<file path="src/rtl/quad_sum_pkg.sv">
// Shared definitions for the four-operand adder: result width helper and
// the set of pipeline depths the adder knows how to build.
package quad_sum_pkg;

    localparam int PIPE_SHORT = 1;
    localparam int PIPE_LONG  = 2;

    // Four w-bit operands summed together need two extra bits of headroom.
    function automatic int sum_width(input int w);
        return w + 2;
    endfunction

endpackage

</file>
<file path="src/rtl/add2_ext.sv">
// Two-input unsigned adder whose result is one bit wider than its operands,
// so the carry out is always kept and the sum can never wrap.
module add2_ext #(
    parameter int W = 4
) (
    input  logic [W-1:0] i_x,
    input  logic [W-1:0] i_y,
    output logic [W:0]   o_sum
);

    // Zero-extend both operands before adding so the carry lands in the top bit.
    assign o_sum = {1'b0, i_x} + {1'b0, i_y};

endmodule

</file>
<file path="src/rtl/quad_sum_reg.sv">
// Four-operand unsigned adder built as a two-level tree of add2_ext blocks.
// The final sum is always registered. With the longer pipeline the
// first-level partial sums are registered too, which adds one cycle of
// latency but keeps a full result every cycle.
module quad_sum_reg
    import quad_sum_pkg::*;
#(
    parameter int WIDTH = 4,
    parameter int PIPE  = 1
) (
    input  logic                            clk,
    input  logic                            rst,
    input  logic [WIDTH-1:0]                a,
    input  logic [WIDTH-1:0]                b,
    input  logic [WIDTH-1:0]                c,
    input  logic [WIDTH-1:0]                d,
    output logic [sum_width(WIDTH)-1:0]     sum
);

    localparam int SW = sum_width(WIDTH);

    // Refuse to build with an operand width or pipeline depth this
    // adder does not support.
    if (WIDTH < 1 || WIDTH > 32 || (PIPE != PIPE_SHORT && PIPE != PIPE_LONG)) begin : g_badParams
        $fatal(1, "quad_sum_reg: illegal parameters WIDTH=%0d PIPE=%0d", WIDTH, PIPE);
    end

    logic [WIDTH:0]  w_partialSum0;
    logic [WIDTH:0]  w_partialSum1;
    logic [WIDTH:0]  w_levelTwoA;
    logic [WIDTH:0]  w_levelTwoB;
    logic [SW-1:0]   w_total;
    logic [SW-1:0]   r_sum;

    add2_ext #(.W(WIDTH)) u_addAB (
        .i_x   (a),
        .i_y   (b),
        .o_sum (w_partialSum0)
    );

    add2_ext #(.W(WIDTH)) u_addCD (
        .i_x   (c),
        .i_y   (d),
        .o_sum (w_partialSum1)
    );

    if (PIPE == PIPE_LONG) begin : g_pipeLong
        logic [WIDTH:0] r_partialSum0;
        logic [WIDTH:0] r_partialSum1;

        // Capture the first-level partial sums so the second-level adder
        // works on values from the previous cycle; reset clears them so no
        // stale operands survive into the output after a reset.
        always_ff @(posedge clk) begin
            if (rst) begin
                r_partialSum0 <= '0;
                r_partialSum1 <= '0;
            end else begin
                r_partialSum0 <= w_partialSum0;
                r_partialSum1 <= w_partialSum1;
            end
        end

        assign w_levelTwoA = r_partialSum0;
        assign w_levelTwoB = r_partialSum1;
    end else begin : g_pipeShort
        assign w_levelTwoA = w_partialSum0;
        assign w_levelTwoB = w_partialSum1;
    end

    add2_ext #(.W(WIDTH + 1)) u_addLevelTwo (
        .i_x   (w_levelTwoA),
        .i_y   (w_levelTwoB),
        .o_sum (w_total)
    );

    // Register the full-precision total so the output is driven purely
    // from a flop; reset forces a clean zero.
    always_ff @(posedge clk) begin
        if (rst) begin
            r_sum <= '0;
        end else begin
            r_sum <= w_total;
        end
    end

    assign sum = r_sum;

endmodule

</file>
<file path="config.mk">
export PLATFORM = sky130hd
export DESIGN_NAME = quad_sum_reg
export DESIGN_NICKNAME = d
export VERILOG_FILES = /design/src/rtl/quad_sum_pkg.sv /design/src/rtl/add2_ext.sv /design/src/rtl/quad_sum_reg.sv
export SDC_FILE = /design/constraint.sdc
export NUM_CORES = 1
export LEC_CHECK = 0
export ABC_AREA = 1
export CAP_MARGIN = 20
export CELL_PAD_IN_SITES_DETAIL_PLACEMENT = 1
export CELL_PAD_IN_SITES_GLOBAL_PLACEMENT = 1
export CORE_UTILIZATION = 29
export DETAILED_ROUTE_END_ITERATION = 10
export PLACE_DENSITY_LB_ADDON = 0.1
export SKIP_CTS_REPAIR_TIMING = 1
export SYNTH_ARGS = -nofsm -noshare
export SYNTH_HDL_FRONTEND = slang
export SYNTH_SLANG_ARGS = --single-unit
</file>
<file path="constraint.sdc">
create_clock -name clk -period 3.85 [get_ports clk]
set_input_delay 0.77 -clock clk [delete_from_list [all_inputs] [get_ports clk]]
set_output_delay 0.77 -clock clk [all_outputs]
set_load 0.02 [all_outputs]
</file>
### Word-level counts from Yosys, hierarchy flattened

Cells that the tools add are included.

* flip-flop bits (word level): 6
* bits of input ports: 18
* output and inout port bits: 6

* $add $sub $neg: 3

Operator list (count)
* 4-bit by 4-bit adder with 5-bit output: 2
* 5-bit by 5-bit adder with 6-bit output: 1

### Longest topological paths before layout

Gate-level depths: netlist of the first run.

* depth after elaboration: 2
* mapped depth: 9
* depth with buffers taken out: 9

### Modules after synthesis

A second synthesis of the first run with hierarchy kept.

* cell total of the unflattened synthesis: 98
* area, all modules: 670.6 um^2

By module, submodules not included
* add2_ext at u_addAB ...: instances 2, cells an instance 25, area an instance 157.7 um^2
* add2_ext at u_addLevelTwo: instances 1, cells an instance 30, area an instance 190.2 um^2
* quad_sum_reg: instances 1, cells an instance 18, area an instance 165.2 um^2

### Least setup slack after synthesis of the first run

OpenSTA, ideal clock, no wires.

* kind: in2reg
* start point: in a[1]
* end point: reg r_sum[5] (netlist: sum[5])
* data arrival time: 2.748 ns
* setup slack: 1.033 ns
* stages on the path: 9
* path buffers: 0
* path through: inv_1 > fa_1 > inv_1 > fa_1 > ha_1 > inv_1 > fa_1 > nand3b_1 > a21oi_1

* word-level cells in the longest chain between the ends: 2

RTL lines
* start: declaration: RTL line quad_sum_reg.sv:13 `input logic [WIDTH-1:0] a,`
* 4-bit by 4-bit adder with 5-bit output: RTL line add2_ext.sv:12 `assign o_sum = {1'b0, i_x} + {1'b0, i_y};`
* 5-bit by 5-bit adder with 6-bit output: RTL line add2_ext.sv:12
* end signal: assignment: RTL line quad_sum_reg.sv:83 `r_sum <= w_total;`
* end: declaration: RTL line quad_sum_reg.sv:33 `logic [SW-1:0] r_sum;`

Every way passes these cells.
A chain may end at the register's enable or synchronous reset.

### Worst setup path in the final report of the first run

Same ends and word-level chain as after synthesis.

==> summary.md, run 1 <==
| Metric | Value |
|---|---|
| Vias in the first global route | slightly below 400 |
| Final min period | 3.126 ns |
| P_int | ~190 uW |
| Post-synthesis simple-gate area fraction | 9.160% |
| Slew Limit Headroom | a little over four fifths |
| Comb power frac | a little over half |
| Crit. End Element | flip-flop |
| Power Density | 384.9 nW/um^2 |
| CTS Buffer Depth | 2 |
| Sw frac | 34.72% |
| Post-synthesis adder-cell area fraction | between 40% and 50% |
| Mux cell area share after synthesis | 0% |
| Initial DRC Count | 2 |
| Reg area | between 100 and 150 um^2 |
| Post-synth EDFFs | 0 |
| Initial antenna violation count | 0 |
| Core Rows | 14 |
| RSZ-0062 raised after global routing | no |
| Top-count cell post-synth | inv_1 |
| Post-layout nets | 112 |
| DRT Pass-1 Iters | 2 |
| Clock power frac | 19.7% |
| Yosys top cell by area | fa_1 |
| Gr usage total | around 11% |
| Core Region | between 1500 and 2000 um^2 |
| Area growth syn-to-layout | 55.47% |
| Flop pwr share | between 20 and 30% |
| N_diodes | 0 |
| Worst path required time | about 4 ns |
| Largest family of logic cells by synthesized area | adder cells |
| Sinks on Clock Net | 6 |
| Compound-gate portion of the synthesized area | between 4 and 5% |
| Area of the multi-input gates | about 300 um^2 |
| CP max-delay cell | fa_1 |
| Dominant cells by area after synthesis | fa_1 33%, dfxtp_1 24%, inv_1 15%, ha_1 13%, a21oi_1 4.1% |
| Dpl ws | 0.4497 ns |
| Fmax | about 0.32 GHz |
| GRT overflow | 0 |
| Die area | 1864 um^2 |
| Layout cells sized above 1 | 5.063% |
| Crit path kind | input port to flip-flop |
| GP Congestion | between 0.7 and 0.8 |
| Ys async rst share | 0% |
| Post-route ant nets | 0 |
| Fill count | 195 |
| Final setup violating endpoints | 0 |
| Yosys synthesis warning count | 0 |
| Area share of the largest cell type after synthesis | between 30% and 40% |
| Leak | roughly 0.38 nW |
| Crit path DAT | about 3.3 ns |
| Slowest stage delay, CP | 0.53 ns |
| Post-Route WL | around 800 um |
| WL per Instance | about 8.6 um |
| Top_reg_cell synth | dfxtp_1 |
| Worst hold path class | input port to flip-flop |
| VDD IR max | around 0.25 mV |
| Root Buffer | clkbuf_4 |
| CTS tree | built |
| Mapped Nets | 84 |
| DRC violations left | 0 |
| Post-synthesis average cell area | 9.278 um^2 |
| Drt via density | between 4 and 5 |
| Final Power | between 200 and 300 uW |
| Cts bufs inserted | 3 |
| Outcome | finished clean |
| Cell count after synthesis | 53 |
| Setup_tns | 0 ns |
| XOR/XNOR share of the synthesized area | 1.781% |
| Tcrit/Tclk final | about four fifths |
| Synth unique cells | 11 |
| CP endpoint | sum[5]$_SDFF_PP0_ |
| Commonest cells post-synth | 20 x inv_1, 8 x fa_1, 6 x dfxtp_1 |
| Largest net degree at the start of global routing | 7 |
| Chip height | 43.18 um |
| Pins over their slew limit | 0 |
| Setup WS post-layout | 0.7245 ns |
| Starting Density | a little under a third |
| Chip width | 43.18 um |
| Post-DP HPWL | approximately 760 um |
| Slew @ Worst Pin | 0.2247 ns |
| Sequential cell area fraction in the yosys report | about 24% |
| Net load switching power | around 100 uW |
| H-tree level count | 1 |
| First-pass GRT wire length | 1476 um |
| Hold path start | rst |
| Crit-path max FO | 2 |
| Number of I/O pins | 24 |
| #FFs+latches synth | 6 |
| Worst-path clk slew | about 0.05 ns |
| Post-Synthesis Cell Area | 491.7 um^2 |
| CP startpoint | a[1] |
| Buffers on Ports | 23 |
| Setup crit start kind | input port |
| Number of flip-flops in the largest register | 6 |
| Via count | approximately 420 |
| MaxCap Viol Count | 0 |
| Hold violation total from the final report | 0 |
| CP cell instances | clkdlybuf4s50_1, inv_1, fa_1, inv_1, fa_1, ha_1, inv_1, fa_1, nand3b_1, a21oi_1 |
-- cells in the final DEF (no fill, tap or decap) --
| cell type | instances |
|---|---|
| ha_1 | 5 |
| nand3_1 | 1 |
| clkbuf_4 | 3 |
| nor2_1 | 5 |
| nand3b_1 | 1 |
| inv_1 | 20 |
| clkdlybuf4s50_1 | 23 |
| fa_1 | 8 |
| nand2_1 | 1 |
| xor2_1 | 1 |
| a21oi_1 | 4 |
| dfxtp_1 | 6 |
| nand3_2 | 1 |
-- metal layers --
layer  GRT usage (%)  routed length (um)  vias to the layer above
met5               0                   0                        -
met4           5.455                  14                        0
met3           5.532                  84                        2
met2           16.12                 406                       17
met1           12.73                 311                      192
li1                -                   -                      204
-- critical path, delay by kind of cell --
family	cells	cell delay, ns
buffers and inverters	4	0.61
AO/OA/AOI/OAI	1	0.13
AND/OR/NAND/NOR	1	0.17
adder cells (fa/ha/maj)	4	1.61
-- kinds of logic after synthesis --
kind of cell / count (synthesis)
AO/OA/AOI/OAI: 4
XOR/XNOR: 1
adder cells (fa/ha/maj): 13
buffers and inverters: 20
flip-flops: 6
AND/OR/NAND/NOR: 9
-- cell type report --
| type | count | area share (%) |
|---|---|---|
| multi-input cells | 27 | 38.79 |
| repair buffers | 23 | 30.11 |
| flip-flops and latches | 6 | 15.71 |
| inverters | 20 | 9.820 |
| clock buffers | 3 | 2.946 |
| well taps | 16 | 2.619 |
-- per-stage QoR --
stage / std cells / instance area, um^2 / util (%) / hold slack [ns]
after detailed placement: 92 / 742.0 / 48.13 / 1.451
final: 95 / 764.5 / 49.59 / 1.207
after floorplan: 53 / 491.7 / - / 0.8367
after CTS: 95 / 764.5 / 49.59 / 1.191
after global routing: 95 / 764.5 / 49.59 / 1.226
after global placement: 92 / 742.0 / 48.13 / 1.443
-- power groups by stage --
stage | Clock (mW) | Combinational (mW) | Sequential (mW)
after floorplan | 0 | 0.0732 | 0.104
after global placement | 0 | 0.157 | 0.0827
after detailed placement | 0 | 0.159 | 0.0833
after CTS | 0.0614 | 0.159 | 0.0822
after global routing | 0.0643 | 0.177 | 0.0833
final | 0.0578 | 0.154 | 0.0819
-- how the worst min path moves through the flow --
stage	slack, ns	endpoint	cells after the start
5_1_grt	1.23	sum[0]$_SDFF_PP0_	2
6_report	1.21	sum[0]$_SDFF_PP0_	2
2_1_floorplan	0.84	sum[2]$_SDFF_PP0_	1
3_5_place_dp	1.45	sum[2]$_SDFF_PP0_	2
3_3_place_gp	1.44	sum[2]$_SDFF_PP0_	2
4_1_cts	1.19	sum[2]$_SDFF_PP0_	2
Note: power is estimated with default switching activity, not from simulation.
==> run 2: changes to the inputs <==
--- a/config.mk
+++ b/config.mk
@@ -9,7 +9,7 @@
 export CAP_MARGIN = 20
 export CELL_PAD_IN_SITES_DETAIL_PLACEMENT = 1
 export CELL_PAD_IN_SITES_GLOBAL_PLACEMENT = 1
-export CORE_UTILIZATION = 29
+export CORE_UTILIZATION = 25
 export DETAILED_ROUTE_END_ITERATION = 10
 export PLACE_DENSITY_LB_ADDON = 0.1
 export SKIP_CTS_REPAIR_TIMING = 1
==> constraint.sdc (replaced) <==
create_clock -name clk -period 2.6 [get_ports clk]
set_input_delay 0.52 -clock clk [delete_from_list [all_inputs] [get_ports clk]]
set_output_delay 0.52 -clock clk [all_outputs]
set_load 0.02 [all_outputs]
==> run 2 against run 1 <==
Against the previous run:
- via count rose by 4.8%
- critical endpoint unchanged
- combinational power rose by 95%
- hold slack got worse by 0.36 ns
- clock power rose by 48%
- total power rose by 72%
- clock-buffer cell count did not move
- critical path type unchanged
- critical path depth fell by 3
- global-route usage fell by 0.37 points
- die area rose by 15%
- final area rose by 14%
- highest routed layer is now met3
- wire length rose by 12%
- first-iteration DRC count did not move
==> summary.md, run 2 (synthesis results as in run 1) <==
| Metric | Value |
|---|---|
| Initial DRC Count | 2 |
| First-pass GRT wire length | between 1500 and 2000 um |
| Net load switching power | ~180 uW |
| Crit path DAT | 2.71 ns |
| Core Rows | 15 |
| WL per Instance | about 8.6 um |
| Starting Density | ~28% |
| Commonest non-fill, non-tap cell in the layout | clkdlybuf4s50_1 |
| Gr usage total | a little over a tenth |
| Buf+Inv Stages, Crit Path | 2 |
| Sw frac | between 30% and 40% |
| Pins over their slew limit | 0 |
| Post-DP HPWL | about 800 um |
| Chip width | approximately 46 um |
| Layout cells sized above 1 | about 26% |
| Leak | roughly 0.46 nW |
| Initial antenna violation count | 0 |
| Fmax | a little under 0.4 GHz |
| CP cell instances | clkdlybuf4s50_1, inv_1, fa_1, fa_2, fa_2, nand3b_1, a21oi_1 |
| Chip height | 46.35 um |
| Post-Route WL | around 910 um |
| DRT Pass-1 Iters | 2 |
| Largest net degree at the start of global routing | 7 |
| Sinks on Clock Net | 6 |
| Placed insts | 103 |
| Buffers on Ports | 23 |
| CTS tree | built |
| Most frequent cells in the layout | 15 x clkdlybuf4s50_1, 14 x inv_1, 8 x dlymetal6s2s_1, 6 x inv_2, 6 x dfxtp_1 |
| Drt via density | approximately 4 |
| Vias in the first global route | roughly 430 |
| VDD IR max | about 0.38 mV |
| Slew Limit Headroom | between 80% and 90% |
| Hold violation total from the final report | 0 |
| Crit-path max FO | 2 |
| Final instance area | between 800 and 900 um^2 |
| Clock power frac | between 10% and 20% |
| CTS Buffer Depth | 2 |
| Final min period | 2.543 ns |
| Setup crit start kind | input port |
| Crit. End Element | flip-flop |
| P_int | roughly 330 uW |
| Crit path kind | input port to flip-flop |
| Final setup violating endpoints | 0 |
| Tcrit/Tclk final | between 90 and 100% |
| GRT overflow | 0 |
| Dpl cell area | 768.2 um^2 |
| Post-route ant nets | 0 |
| Slew @ Worst Pin | 0.2160 ns |
| Power Density | about 580 nW/um^2 |
| MaxCap Viol Count | 0 |
| Flop pwr share | between 20% and 30% |
| Root Buffer | clkbuf_4 |
| Post-layout nets | around 110 |
| Post-Layout Cell Count | 106 |
| Via count | between 400 and 500 |
| Slowest stage delay, CP | around 0.52 ns |
| Kind of cell adding the most delay to the critical path | adder cells |
| Die area | roughly 2100 um^2 |
| Worst path required time | 2.77 ns |
| H-tree level count | 1 |
| DRC violations left | 0 |
| Cts bufs inserted | 3 |
| Crit-path most repeated cell | fa_2 |
| CP max-delay cell | fa_1 |
| Number of flip-flops in the largest register | 6 |
| Worst-path clk slew | 0.04 ns |
| Area growth syn-to-layout | 77.61% |
| Comb power frac | around 59% |
| Outcome | finished clean |
| Setup_tns | 0 ns |
| Core Region | about 1800 um^2 |
| Worst hold path class | input port to flip-flop |
| Number of I/O pins | 24 |
| N_diodes | 0 |
| GP Congestion | 0.6072 |
## run 2: cell count changes in the layout (fill, tap and decap cells not counted), moves of 2 or more
cell,before,now
dlymetal6s2s_1,0,8
inv_2,0,6
fa_2,0,3
buf_4,0,2
ha_1,5,2
inv_1,20,14
clkdlybuf4s50_1,23,15
fa_1,8,5
ha_4,0,2
a21oi_1,4,2
## run 2: power groups by stage
stage,Clock [mW],Sequential (mW),Combinational (mW)
final,0.0857,0.121,0.301
after global routing,0.0970,0.123,0.339
after CTS,0.0891,0.122,0.247
after detailed placement,0,0.124,0.247
after global placement,0,0.122,0.245
after floorplan,0,0.153,0.108
## run 2: worst paths after layout
kind | start | endpoint | slack, ns | cells after the start
max | b[2] | sum[5]$_SDFF_PP0_ | 0.06 | 7
min | b[0] | sum[0]$_SDFF_PP0_ | 0.84 | 5
## run 2: layout make-up
type / instances / area, um^2
Timing Repair Buffer: 25 / 265.3
Multi-Input combinational cell: 27 / 359.1
Tap cell: 25 / 31.28
Fill cell: 203 / 909.6
Inverter: 20 / 75.07
Clock buffer: 3 / 22.52
Sequential cell: 6 / 120.1
## run 2: worst min-delay path, stage by stage
cell	delay (ns)
dlymetal6s2s_1	0.11
fa_2	0.21
ha_1	0.11
inv_1	0.03
nor2_1	0.06
## run 2: through the flow
stage | util [%] | worst slack (ns) | total power, mW | hold WS [ns]
floorplan | - | 0.03265 | 0.2619 | 0.5867
global placement | 43.09 | -0.4928 | 0.3676 | 1.209
detailed placement | 43.09 | -0.5219 | 0.3704 | 1.196
CTS | 44.35 | -0.2731 | 0.4584 | 0.9408
global route | 48.98 | -0.005071 | 0.5594 | 0.8781
finish | 48.98 | 0.05706 | 0.5075 | 0.8442
## run 2: layer usage
layer | track usage, % | up-vias | wire (um)
met5 | 0 | - | 0
met4 | 1.765 | 0 | 0
met3 | 6.275 | 0 | 83
met2 | 17.50 | 18 | 461
met1 | 11.48 | 210 | 368
li1 | - | 207 | -
==> run 3: changes to the inputs <==
--- a/config.mk
+++ b/config.mk
@@ -10,6 +10,7 @@
 export CELL_PAD_IN_SITES_DETAIL_PLACEMENT = 1
 export CELL_PAD_IN_SITES_GLOBAL_PLACEMENT = 1
 export CORE_UTILIZATION = 25
+export CTS_CLUSTER_SIZE = 14
 export DETAILED_ROUTE_END_ITERATION = 10
 export PLACE_DENSITY_LB_ADDON = 0.1
 export SKIP_CTS_REPAIR_TIMING = 1
==> results of run 3 <==
Same layout as run 2: the final DEF is identical, and so are final timing and power.
